**src/rtl/vend_pkg.sv**
```systemverilog
`default_nettype none
// ============================================================================
// Module      : vend_pkg
// Description : Coin values, coin_out bit positions and dispenser FSM states.
// Revision    : 1.0 - initial release
// ============================================================================
package vend_pkg;

  localparam int C_BIT_NICKEL  = 0;
  localparam int C_BIT_DIME    = 1;
  localparam int C_BIT_QUARTER = 2;

  localparam logic [7:0] C_VAL_NICKEL  = 8'd5;
  localparam logic [7:0] C_VAL_DIME    = 8'd10;
  localparam logic [7:0] C_VAL_QUARTER = 8'd25;

  typedef enum logic [2:0] {
    ST_IDLE   = 3'd0,
    ST_SELECT = 3'd1,
    ST_PULSE  = 3'd2,
    ST_GAP    = 3'd3,
    ST_DONE   = 3'd4
  } state_t;

  // Value in cents of a one-hot coin selection; zero when nothing is selected.
  function automatic logic [7:0] coin_value(input logic [2:0] pick);
    logic [7:0] v;
    v = 8'd0;
    if (pick[C_BIT_QUARTER])   v = C_VAL_QUARTER;
    else if (pick[C_BIT_DIME]) v = C_VAL_DIME;
    else if (pick[C_BIT_NICKEL]) v = C_VAL_NICKEL;
    return v;
  endfunction

endpackage
`default_nettype wire

```
**src/rtl/coin_select.sv**
```systemverilog
`default_nettype none
// ============================================================================
// Module      : coin_select
// Description : Greedy picker - largest coin that fits and whose tube is not empty.
// Revision    : 1.0 - initial release
// ============================================================================
module coin_select
  import vend_pkg::*;
(
  input  logic [7:0]  remaining,
  input  logic [11:0] tubes,
  output logic [2:0]  pick,
  output logic        valid
);

  logic w_q_ok;
  logic w_d_ok;
  logic w_n_ok;

  assign w_q_ok = (remaining >= C_VAL_QUARTER) && (tubes[4*C_BIT_QUARTER +: 4] != 4'd0);
  assign w_d_ok = (remaining >= C_VAL_DIME)    && (tubes[4*C_BIT_DIME    +: 4] != 4'd0);
  assign w_n_ok = (remaining >= C_VAL_NICKEL)  && (tubes[4*C_BIT_NICKEL  +: 4] != 4'd0);

  always_comb begin
    pick = 3'b000;
    if (w_q_ok)      pick[C_BIT_QUARTER] = 1'b1;
    else if (w_d_ok) pick[C_BIT_DIME]    = 1'b1;
    else if (w_n_ok) pick[C_BIT_NICKEL]  = 1'b1;
    valid = |pick;
  end

endmodule
`default_nettype wire

```
**src/rtl/change_dispenser.sv**
```systemverilog
`default_nettype none
// ============================================================================
// Module      : change_dispenser
// Description : Returns change as timed coin pulses from three finite coin tubes.
// Revision    : 1.0 - initial release
// ============================================================================
module change_dispenser
  import vend_pkg::*;
#(
  parameter int PULSE_TICKS = 4,
  parameter int GAP_TICKS   = 4,
  parameter int TUBE_INIT   = 8,
  parameter int TUBE_MAX    = 15
) (
  input  logic        clk,
  input  logic        rst,
  input  logic        start,
  input  logic [7:0]  amount,
  input  logic        refill,
  output logic        busy,
  output logic        change_returning,
  output logic [7:0]  change_due,
  output logic [2:0]  coin_out,
  output logic        done,
  output logic        short_change,
  output logic [11:0] tube_count
);

  localparam int MAX_TICKS = (PULSE_TICKS > GAP_TICKS) ? PULSE_TICKS : GAP_TICKS;
  localparam int CNT_W     = (MAX_TICKS > 1) ? $clog2(MAX_TICKS) : 1;

  localparam logic [CNT_W-1:0] C_PULSE_LOAD = CNT_W'(PULSE_TICKS - 1);
  localparam logic [CNT_W-1:0] C_GAP_LOAD   = CNT_W'(GAP_TICKS - 1);
  localparam logic [11:0]      C_TUBES_INIT = {3{4'(TUBE_INIT)}};
  localparam logic [11:0]      C_TUBES_MAX  = {3{4'(TUBE_MAX)}};

  state_t           r_state;
  logic [7:0]       r_due;
  logic [11:0]      r_tubes;
  logic [CNT_W-1:0] r_cnt;
  logic [2:0]       r_coin;

  state_t           w_state_nxt;
  logic [7:0]       w_due_nxt;
  logic [11:0]      w_tubes_nxt;
  logic [CNT_W-1:0] w_cnt_nxt;
  logic [2:0]       w_coin_nxt;
  logic [2:0]       w_pick;
  logic             w_valid;

  coin_select u_coin_select (
    .remaining (r_due),
    .tubes     (r_tubes),
    .pick      (w_pick),
    .valid     (w_valid)
  );

  always_ff @(posedge clk) begin
    if (rst) begin
      r_state <= ST_IDLE;
      r_due   <= 8'd0;
      r_tubes <= C_TUBES_INIT;
      r_cnt   <= '0;
      r_coin  <= 3'b000;
    end else begin
      r_state <= w_state_nxt;
      r_due   <= w_due_nxt;
      r_tubes <= w_tubes_nxt;
      r_cnt   <= w_cnt_nxt;
      r_coin  <= w_coin_nxt;
    end
  end

  always_comb begin
    w_state_nxt = r_state;
    w_due_nxt   = r_due;
    w_tubes_nxt = r_tubes;
    w_cnt_nxt   = r_cnt;
    w_coin_nxt  = r_coin;
    case (r_state)
      ST_IDLE: begin
        if (refill) w_tubes_nxt = C_TUBES_MAX;
        if (start) begin
          w_state_nxt = ST_SELECT;
          w_due_nxt   = amount;
        end
      end
      ST_SELECT: begin
        if (r_due == 8'd0) begin
          w_state_nxt = ST_DONE;
        end else if (w_valid) begin
          w_state_nxt = ST_PULSE;
          w_due_nxt   = r_due - coin_value(w_pick);
          w_coin_nxt  = w_pick;
          w_cnt_nxt   = C_PULSE_LOAD;
          for (int i = 0; i < 3; i++) begin
            if (w_pick[i]) w_tubes_nxt[4*i +: 4] = r_tubes[4*i +: 4] - 4'd1;
          end
        end else begin
          // Remainder stays in change_due so DONE can flag short change.
          w_state_nxt = ST_DONE;
        end
      end
      ST_PULSE: begin
        if (r_cnt == '0) begin
          w_state_nxt = ST_GAP;
          w_cnt_nxt   = C_GAP_LOAD;
        end else begin
          w_cnt_nxt = r_cnt - 1'b1;
        end
      end
      ST_GAP: begin
        if (r_cnt == '0) w_state_nxt = ST_SELECT;
        else             w_cnt_nxt   = r_cnt - 1'b1;
      end
      ST_DONE: w_state_nxt = ST_IDLE;
      default: w_state_nxt = ST_IDLE;
    endcase
  end

  assign busy             = (r_state != ST_IDLE);
  assign change_returning = (r_state == ST_SELECT) || (r_state == ST_PULSE) || (r_state == ST_GAP);
  assign done             = (r_state == ST_DONE);
  assign short_change     = (r_state == ST_DONE) && (r_due != 8'd0);
  assign coin_out         = (r_state == ST_PULSE) ? r_coin : 3'b000;
  assign change_due       = r_due;
  assign tube_count       = r_tubes;

endmodule
`default_nettype wire

```
**config.mk**
```make
export PLATFORM = sky130hd
export DESIGN_NAME = change_dispenser
export DESIGN_NICKNAME = d
export VERILOG_FILES = /design/src/rtl/vend_pkg.sv /design/src/rtl/coin_select.sv /design/src/rtl/change_dispenser.sv
export SDC_FILE = /design/constraint.sdc
export NUM_CORES = 1
export LEC_CHECK = 0
export BUFFER_PORTS_ARGS = -buffer_cell sky130_fd_sc_hd__buf_2
export CORE_UTILIZATION = 50
export DETAILED_ROUTE_END_ITERATION = 7
export GPL_ROUTABILITY_DRIVEN = 0
export PLACE_DENSITY_LB_ADDON = 0.15
export SLEW_MARGIN = 20
export SYNTH_ARGS = -nofsm -noshare
export SYNTH_HDL_FRONTEND = slang
export SYNTH_SLANG_ARGS = --single-unit
```
**constraint.sdc**
```tcl
create_clock -name clk -period 3.25 [get_ports clk]
set_input_delay 0.65 -clock clk [delete_from_list [all_inputs] [get_ports clk]]
set_output_delay 0.65 -clock clk [all_outputs]
set_load 0.02 [all_outputs]
```
* Yosys cells after proc, flatten, opt, wreduce, memory -nomap -nowiden *
Cells that the tools add are included.

word-level totals
  flip-flop bits (word level) = 28
  input bits = 12
  word-level logic and storage cells = 88

operators by class
  $add $sub $neg = 5
  $lt $le $gt $ge = 3
  equal/unequal tests = 14
  mux-type cells = 34
  bitwise gates (word level) = 1
  reduce and logical (&&, ||, !) cells = 24

operators with widths
  cell                 number
  $mux 8               6
  $mux 12              3
  $pmux 12 s2          1
  $mux 3               7
  $ne 2x2->1 const B   9
  $mux 4               4
  $pmux 8 s2           1
  $reduce_and 5->1     3
  $pmux 3 s4           1
  $reduce_bool 4->1    3
  $sub 4x1->4 const B  3
  $mux 2               5
  $ge 8x3->1 const B   1
  $ge 8x4->1 const B   1
  $ge 8x5->1 const B   1
  $logic_not 8->1      1
  $reduce_and 4->1     2
  $reduce_bool 8->1    1
  $sub 8x8->8          1
  $eq 3x2->1 const B   2
  $pmux 2 s3           1
  $reduce_and 3->1     2
  $reduce_bool 3->1    2
  $mux 5               1
  12 further kinds     19

* Longest topological paths before layout *
Gate-level depths: netlist of run 1.

  depth in word-level cells = 15
  mapped depth = 15
  gate-level depth less buffers = 15

* Hierarchy *
A second synthesis of run 1 with hierarchy kept.

unflattened totals
  cell total of the unflattened synthesis = 221
  area, all modules = 1841.8 um2

modules (own cells, without submodules)
  module            instances  cells each  area an instance (um2)
  change_dispenser  1          205         1710.4
  coin_select       1          16          131.4

* Worst setup path before layout of run 1 *
Ideal clock, no wire load.

  kind = register -> register
  start = register r_tubes[0], in the netlist tube_count[0]
  end = register r_due[6], in the netlist change_due[6]
  data arrival time = 2745 ps
  setup slack = 370 ps
  stages on the path, launching flop included = 12
  buffers on the path = 0
  path through = dfxtp_1 > inv_1 > ha_1 > a32o_1 > or4_4 > ha_1 > a21o_1 > a21oi_1 > o21ai_0 > and2_1 > o21ai_0 > a21oi_1

between the ends
  longest elaborated chain between the ends = 15

ends and longest elaborated chain
  item                    line                    text
  from (decl)             change_dispenser.sv:39  logic [11:0] r_tubes;
  from (signal assigned)  change_dispenser.sv:68  r_tubes <= w_tubes_nxt;
  $reduce_bool 4->1 *     coin_select.sv:22       assign w_n_ok = (remaining >= C_VAL_NICKEL) && (tubes[4*C_BIT_NICKEL +: 4] != 4'd0);
  $logic_and 1x1->1 *     coin_select.sv:22
  $mux 1 *                coin_select.sv:28       else if (w_n_ok) pick[C_BIT_NICKEL] = 1'b1;
  $mux 1 *                coin_select.sv:27       else if (w_d_ok) pick[C_BIT_DIME] = 1'b1;
  $mux 2 *                coin_select.sv:26       if (w_q_ok) pick[C_BIT_QUARTER] = 1'b1;
  $mux 3                  vend_pkg.sv:31          else if (pick[C_BIT_NICKEL]) v = C_VAL_NICKEL;
  $mux 4                  vend_pkg.sv:30          else if (pick[C_BIT_DIME]) v = C_VAL_DIME;
  $mux 5                  vend_pkg.sv:29          if (pick[C_BIT_QUARTER]) v = C_VAL_QUARTER;
  $mux 8                  change_dispenser.sv:91  end else if (w_valid) begin
  $mux 8                  change_dispenser.sv:89  if (r_due == 8'd0) begin
  $mux 8                  change_dispenser.sv:80  case (r_state)
  $sub 8x8->8             change_dispenser.sv:93  w_due_nxt = r_due - coin_value(w_pick);
  $mux 8                  change_dispenser.sv:91
  $mux 8                  change_dispenser.sv:89
  $pmux 8 s2              change_dispenser.sv:80
  to (signal assigned)    change_dispenser.sv:67  r_due <= w_due_nxt;
  to (decl)               change_dispenser.sv:38  logic [7:0] r_due;

Every way passes the cells marked *; elsewhere a longest branch is shown, timed or not. The select of a mux whose other input is x is not followed.
A chain may end at the register's enable or synchronous reset.

* Worst setup path in the final report of run 1 *
  start = register r_tubes[8], in the netlist tube_count[8]
  end = register r_due[6], in the netlist change_due[6]

between the ends
  longest elaborated chain between the ends = 13

ends and longest elaborated chain
  item                 line                    text
  $reduce_bool 4->1 *  coin_select.sv:20       assign w_q_ok = (remaining >= C_VAL_QUARTER) && (tubes[4*C_BIT_QUARTER +: 4] != 4'd0);
  $logic_and 1x1->1 *  coin_select.sv:20
  $mux 2               coin_select.sv:26
  $mux 3               vend_pkg.sv:31
  $mux 4               vend_pkg.sv:30
  $mux 5               vend_pkg.sv:29
  $mux 8               change_dispenser.sv:91
  $mux 8               change_dispenser.sv:89
  $mux 8               change_dispenser.sv:80
  $sub 8x8->8          change_dispenser.sv:93
  $mux 8               change_dispenser.sv:91
  $mux 8               change_dispenser.sv:89
  $pmux 8 s2           change_dispenser.sv:80

Marked as above.

==> results of run 1 <==
-- cell usage in the layout (no fill, tap or decap), drive strengths merged, types with 2 or more instances in the layout --
master and instances:
a211oi 13, a21oi 18, a221oi 3, a311oi 2, a31oi 3, and2 6, and3 2, buf 39
clkbuf 3, dfxtp 28, ha 9, inv 17, mux2i 3, nand2 18, nand2b 2, nand3 4
nand4 2, nor2 35, nor3 7, nor3b 2, nor4 2, o21a 3, o21ai 10, xnor2 4
-- cell families (layout without fill, tap and decap cells) --
group                    count (synthesis)  after routing
AND/OR/NAND/NOR                         86             86
AO/OA/AOI/OAI                           63             63
flip-flops                              28             28
buffers and inverters                   25             60
adder cells (fa/ha/maj)                 10             10
XOR/XNOR                                 5              5
multiplexers                             3              3
-- worst max-delay path, stage by stage (launching register included) --
cell and delay, ns:
dfxtp_1 0.37, inv_1 0.08, ha_1 0.18, nor3b_2 0.24, nor2_1 0.11, or4_4 0.58
ha_1 0.35, a21o_1 0.20, a21oi_1 0.21, o21ai_0 0.13, and2_1 0.16, o21ai_0 0.13
a21oi_1 0.08
-- state kept, by name, indices dropped and copies added, names as in the netlist --
register	cells
change_due	8
r_cnt	2
r_coin	3
r_state	3
tube_count	12
-- how the worst min path moves through the flow --
| stage | from | endpoint | slack [ns] | cells after the start |
|---|---|---|---|---|
| final | r_cnt[0] | r_cnt[0] | 0.50 | 1 |
| after CTS | r_cnt[0] | r_cnt[0] | 0.51 | 1 |
| after detailed placement | r_coin[2] | r_coin[2] | 0.47 | 2 |
| after floorplan | r_cnt[0] | r_cnt[0] | 0.45 | 1 |
| after global routing | tube_count[4] | tube_count[4] | 0.53 | 2 |
| after global placement | r_coin[1] | r_coin[1] | 0.46 | 2 |
-- through the flow --
| stage | hold WS, ns | instance area, um2 | setup WS (ns) | instances | util |
|---|---|---|---|---|---|
| 3_3_place_gp | 0.465 | 1960 | 0.217 | 297 | 0.588 |
| 5_1_grt | 0.529 | 2020 | 0.0663 | 301 | 0.605 |
| 4_1_cts | 0.507 | 2010 | 0.180 | 301 | 0.603 |
| 3_5_place_dp | 0.471 | 1960 | 0.197 | 297 | 0.588 |
| 6_report | 0.501 | 2020 | 0.301 | 301 | 0.605 |
| 2_1_floorplan | 0.447 | 1740 | 0.370 | 220 | - |
-- cell type report --
class | count | area [um2]
fill | 322 | 1320
multi-input combinational | 167 | 1090
sequential | 28 | 561
timing repair buffer | 39 | 198
inverter | 17 | 63.8
tap | 46 | 57.6
clock inverter | 1 | 30.0
clock buffer | 3 | 22.5
-- per-layer routing --
layer / global-route usage / part of all wire / up-vias
met2: 0.345 / 0.43 / 31
met3: 0.0273 / 0.032 / 5
met1: 0.317 / 0.52 / 765
li1: - / - / 862
met4: 0.0682 / 0.012 / 0
met5: 0 / 0 / -
-- power groups by stage --
stage,logic [uW],registers [uW],clock network (uW)
global route,1560,617,253
finish,1380,595,239
CTS,1380,591,242
floorplan,995,671,0
global placement,1370,598,0
detailed placement,1370,600,0
==> flow_summary.ini, run 1 <==
[clock_network]
cts.sinks = 28
cts-root-buf = clkbuf_4
cts.repair.resized = 0
cts_tree = done
cts_buffers = 3
insertion_delay_ns = 0.35
post_cts_buffers = 0
cts_buffer_depth = 2
h-tree-depth = 1
cts_hold_buffers = 0
clkTransAtPathRegs_ns = 0.17

[drt]
wl_mm = 3.92
vias_per_cell = 5.52
num_vias = 1663
wl_per_cell_um = 13.0
drtIter0Drc = 107
drc = 0
postRouteAntennaNets = 0
dr.pass1.iters = 4

[yosys]
synth-edff-count = 0
async_flop_share = 0
synth-compound-area-share = 0.260
synth-simple-area-share = 0.241
synth_area_leader_cell = dfxtp_1
yosysWarnings = 0
syn-num-nets = 242
synth_xor_area_frac = 0.0251
syn_area_um2 = 1740
synthTopCellsByArea = dfxtp_1 32%, nor2_1 7.5%, ha_1 6.5%, a21oi_1 4.9%, a211oi_1 3.9%
yosysTopAreaCellShare = 0.321
ys.flop_type = dfxtp_1
synth_top_family_by_area = compound AO/OA/AOI/OAI gates
synth_fa_ha_area_frac = 0.0760
yosys-top-cells-count = 35 x nor2_1, 28 x dfxtp_1, 18 x nand2_1
ys_seq_area_frac = 0.321
ys_seq_elements = 28
synthMuxAreaShare = 0.0172
synth_cell_types = 50
synthCells = 220
yosysMostFrequentCell = nor2_1
avgSynthCellArea_um2 = 7.93

[setup_path]
critPathArrivalTime_ns = 3.18
rr_endpoint = change_due[6]
critical_path.max_fanout = 4
worst_setup_path_start_kind = flop
crit_type = reg -> reg
crit_required_ns = 3.48
cp-endpoint = change_due[6]
reg2reg_depth = 12
r2r_slack_ns = 0.30
r2r-start = tube_count[8]
crit_start = tube_count[8]
end_kind = flop

[sta]
slew_headroom = 0.589
final-setup-viol-count = 0
report.final.slew_viol_count = 0
skew_ns = 0.00927
grt_setup_unrepaired = no
tightestPinTransition_ns = 0.616
fin_setup_tns_ns = 0
finalCritPeriodShare = 0.907
timing.fmax_mhz = 339
layout_min_cycle_time_ns = 2.95
finalHoldViolCount = 0

[outcome]
status = complete, no violations

[global_routing]
grt_max_degree = 32
track_usage = 0.220
grt_pass1_wl_mm = 6.18
grt_pass1_vias = 1338
antenna_found_initial = 0
grt_overflow = 0

[hold_path]
hp-class = reg -> reg

[die]
die_y_um = 61.1
die_area_um2 = 3730
die_w_um = 61.1
ioPinCount = 39
core_area_um2 = 3340
rows = 21
start_util = 0.523

[placement]
numPortBuffers = 38
dpl.hpwl_mm = 2.88

[run]
maxCapViolations = 0

[power]
p_sw_uw = 1080
intPower_uw = 1140
seqPwrFrac = 0.268
max-vdd-ir-drop_v = 0.000635
p_clk_frac = 0.108
p_leak_uw = 0.000869
power.total_uw = 2220
pwr-share-comb = 0.624
power_density_nw_per_um2 = 1100
swShare = 0.486

[final_layout]
diodes = 0
finalNetCount = 278
area_growth_pct = 15.7
drive_gt1_frac = 0.208
Note: power is estimated with default switching activity, not from simulation.
==> run 2: changes to the inputs <==
--- a/config.mk
+++ b/config.mk
@@ -6,10 +6,11 @@
 export NUM_CORES = 1
 export LEC_CHECK = 0
 export BUFFER_PORTS_ARGS = -buffer_cell sky130_fd_sc_hd__buf_2
-export CORE_UTILIZATION = 50
+export CORE_UTILIZATION = 41
 export DETAILED_ROUTE_END_ITERATION = 7
 export GPL_ROUTABILITY_DRIVEN = 0
 export PLACE_DENSITY_LB_ADDON = 0.15
+export RECOVER_POWER = 50
 export SLEW_MARGIN = 20
 export SYNTH_ARGS = -nofsm -noshare
 export SYNTH_HDL_FRONTEND = slang
==> run 2 against run 1 <==
  * Critical path type unchanged
  * Largest power group unchanged
  * Clock skew down 0.0065 ns
  * Sequential power rose by 0.8%
  * Via count is 2.0% higher
  * Combinational power is essentially flat
  * Global-route usage fell by 2.1 points
  * Critical path depth rose by 3
  * First-iteration DRC count down 23%
==> flow_summary.ini, run 2 (same netlist as run 1, synthesis figures left out) <==
[global_routing]
grt_max_degree = 32
grt_pass1_vias = 1484
antenna_found_initial = 0
grt_pass1_wl_mm = 6.97
grt_overflow = 0
track_usage = 0.199

[setup_path]
critical_path.max_fanout = 5
crit_start = tube_count[8]
critPathArrivalTime_ns = 3.14
crit_required_ns = 3.40
reg2reg_depth = 15
end_kind = flop
cp-endpoint = change_due[6]
crit_type = reg -> reg
r2r_slack_ns = 0.25
r2r-start = tube_count[8]
worst_setup_path_start_kind = flop
rr_endpoint = change_due[6]

[sta]
skew_ns = 0.00273
tightestPinTransition_ns = 0.604
finalHoldViolCount = 0
layout_min_cycle_time_ns = 3.00
slew_headroom = 0.597
timing.fmax_mhz = 334
whs_ns = 0.493
report.final.slew_viol_count = 0
fin_setup_tns_ns = 0
finalCritPeriodShare = 0.922
final-setup-viol-count = 0
grt_setup_unrepaired = no

[clock_network]
cts.sinks = 28
cts_buffer_depth = 2
h-tree-depth = 1
insertion_delay_ns = 0.28
post_cts_buffers = 0
cts_buffers = 3
clkTransAtPathRegs_ns = 0.10
cts-root-buf = clkbuf_8
cts_hold_buffers = 0
cts_tree = done
cts.repair.resized = 0

[die]
die_w_um = 67.2
rows = 23
ioPinCount = 39
core_area_um2 = 4030
start_util = 0.433
die_area_um2 = 4520
die_y_um = 67.2

[drt]
drc = 0
wl_per_cell_um = 13.5
num_vias = 1697
postRouteAntennaNets = 0
drtIter0Drc = 82
wl_mm = 4.14
vias_per_cell = 5.55
dr.pass1.iters = 4

[power]
p_leak_uw = 0.000809
power_density_nw_per_um2 = 1120
max-vdd-ir-drop_v = 0.000423

[outcome]
status = complete, no violations

[final_layout]
final_common_cell = nor2_1
area_growth_pct = 15.8
largest_reg_flops = 12
drive_gt1_frac = 0.125
diodes = 0
final_cell_mix = 35 x nor2_1, 28 x dfxtp_1, 22 x clkbuf_1
stdcell_area_um2 = 2020
finalNetCount = 279

[placement]
numPortBuffers = 38
placed_cell_area_um2 = 1970
dpl.hpwl_mm = 3.13

[hold_path]
hp-class = reg -> reg

[run]
maxCapViolations = 0
-- run 2: changes by cell type in the layout (fill, tap and decap cells not counted), sizes merged --
| cell | before | now |
|---|---|---|
| clkbuf | 3 | 25 |
| buf | 39 | 18 |
-- run 2: metrics by stage --
| step | total power, uW | util | instances | worst slack (ns) |
|---|---|---|---|---|
| after global placement | 2010 | 0.490 | 302 | 0.263 |
| after floorplan | 1670 | - | 220 | 0.370 |
| after global routing | 2500 | 0.501 | 306 | 0.00711 |
| after CTS | 2300 | 0.507 | 306 | 0.202 |
| after detailed placement | 2010 | 0.490 | 302 | 0.233 |
| final | 2270 | 0.501 | 306 | 0.253 |
-- run 2: worst min path at each step --
stage / from / endpoint / slack [ns] / cells past startpoint
after floorplan: r_cnt[0] / r_cnt[0] / 0.45 / 1
after global placement: r_coin[1] / r_coin[1] / 0.46 / 2
after detailed placement: r_coin[1] / r_coin[1] / 0.47 / 2
after CTS: r_coin[0] / r_coin[0] / 0.49 / 2
after global routing: r_coin[1] / r_coin[1] / 0.51 / 2
final: r_coin[1] / r_coin[1] / 0.49 / 2
-- run 2: metal layers --
layer,global-route usage,up-vias,share of wire
li1,-,868,-
met1,0.271,792,0.48
met2,0.328,29,0.47
met3,0.0253,8,0.035
met4,0.0559,0,0.013
met5,0,-,0
-- run 2: critical path: stages (launching register included) --
cell     delay [ns]
dfxtp_1        0.39
inv_1          0.07
ha_1           0.22
nor3b_2        0.18
a21oi_1        0.18
inv_1          0.13
o21ai_0        0.11
ha_1           0.20
inv_1          0.06
fa_1           0.41
a21o_1         0.18
a21oi_1        0.21
o21ai_0        0.13
and2_1         0.17
o21ai_0        0.14
a21oi_1        0.08
-- run 2: power breakdown --
group / switching (uW) / total (uW) / internal [uW]
registers: 145 / 600 / 455
logic: 844 / 1390 / 543
clock network: 116 / 281 / 165
total: 1100 / 2270 / 1160
-- run 2: area by class of cell --
type / count / area [um2]
clock buffer: 3 / 41.3
sequential: 28 / 561
clock inverter: 1 / 30.0
inverter: 17 / 63.8
multi-input combinational: 167 / 1090
tap: 50 / 62.6
fill: 433 / 2010
timing repair buffer: 40 / 175
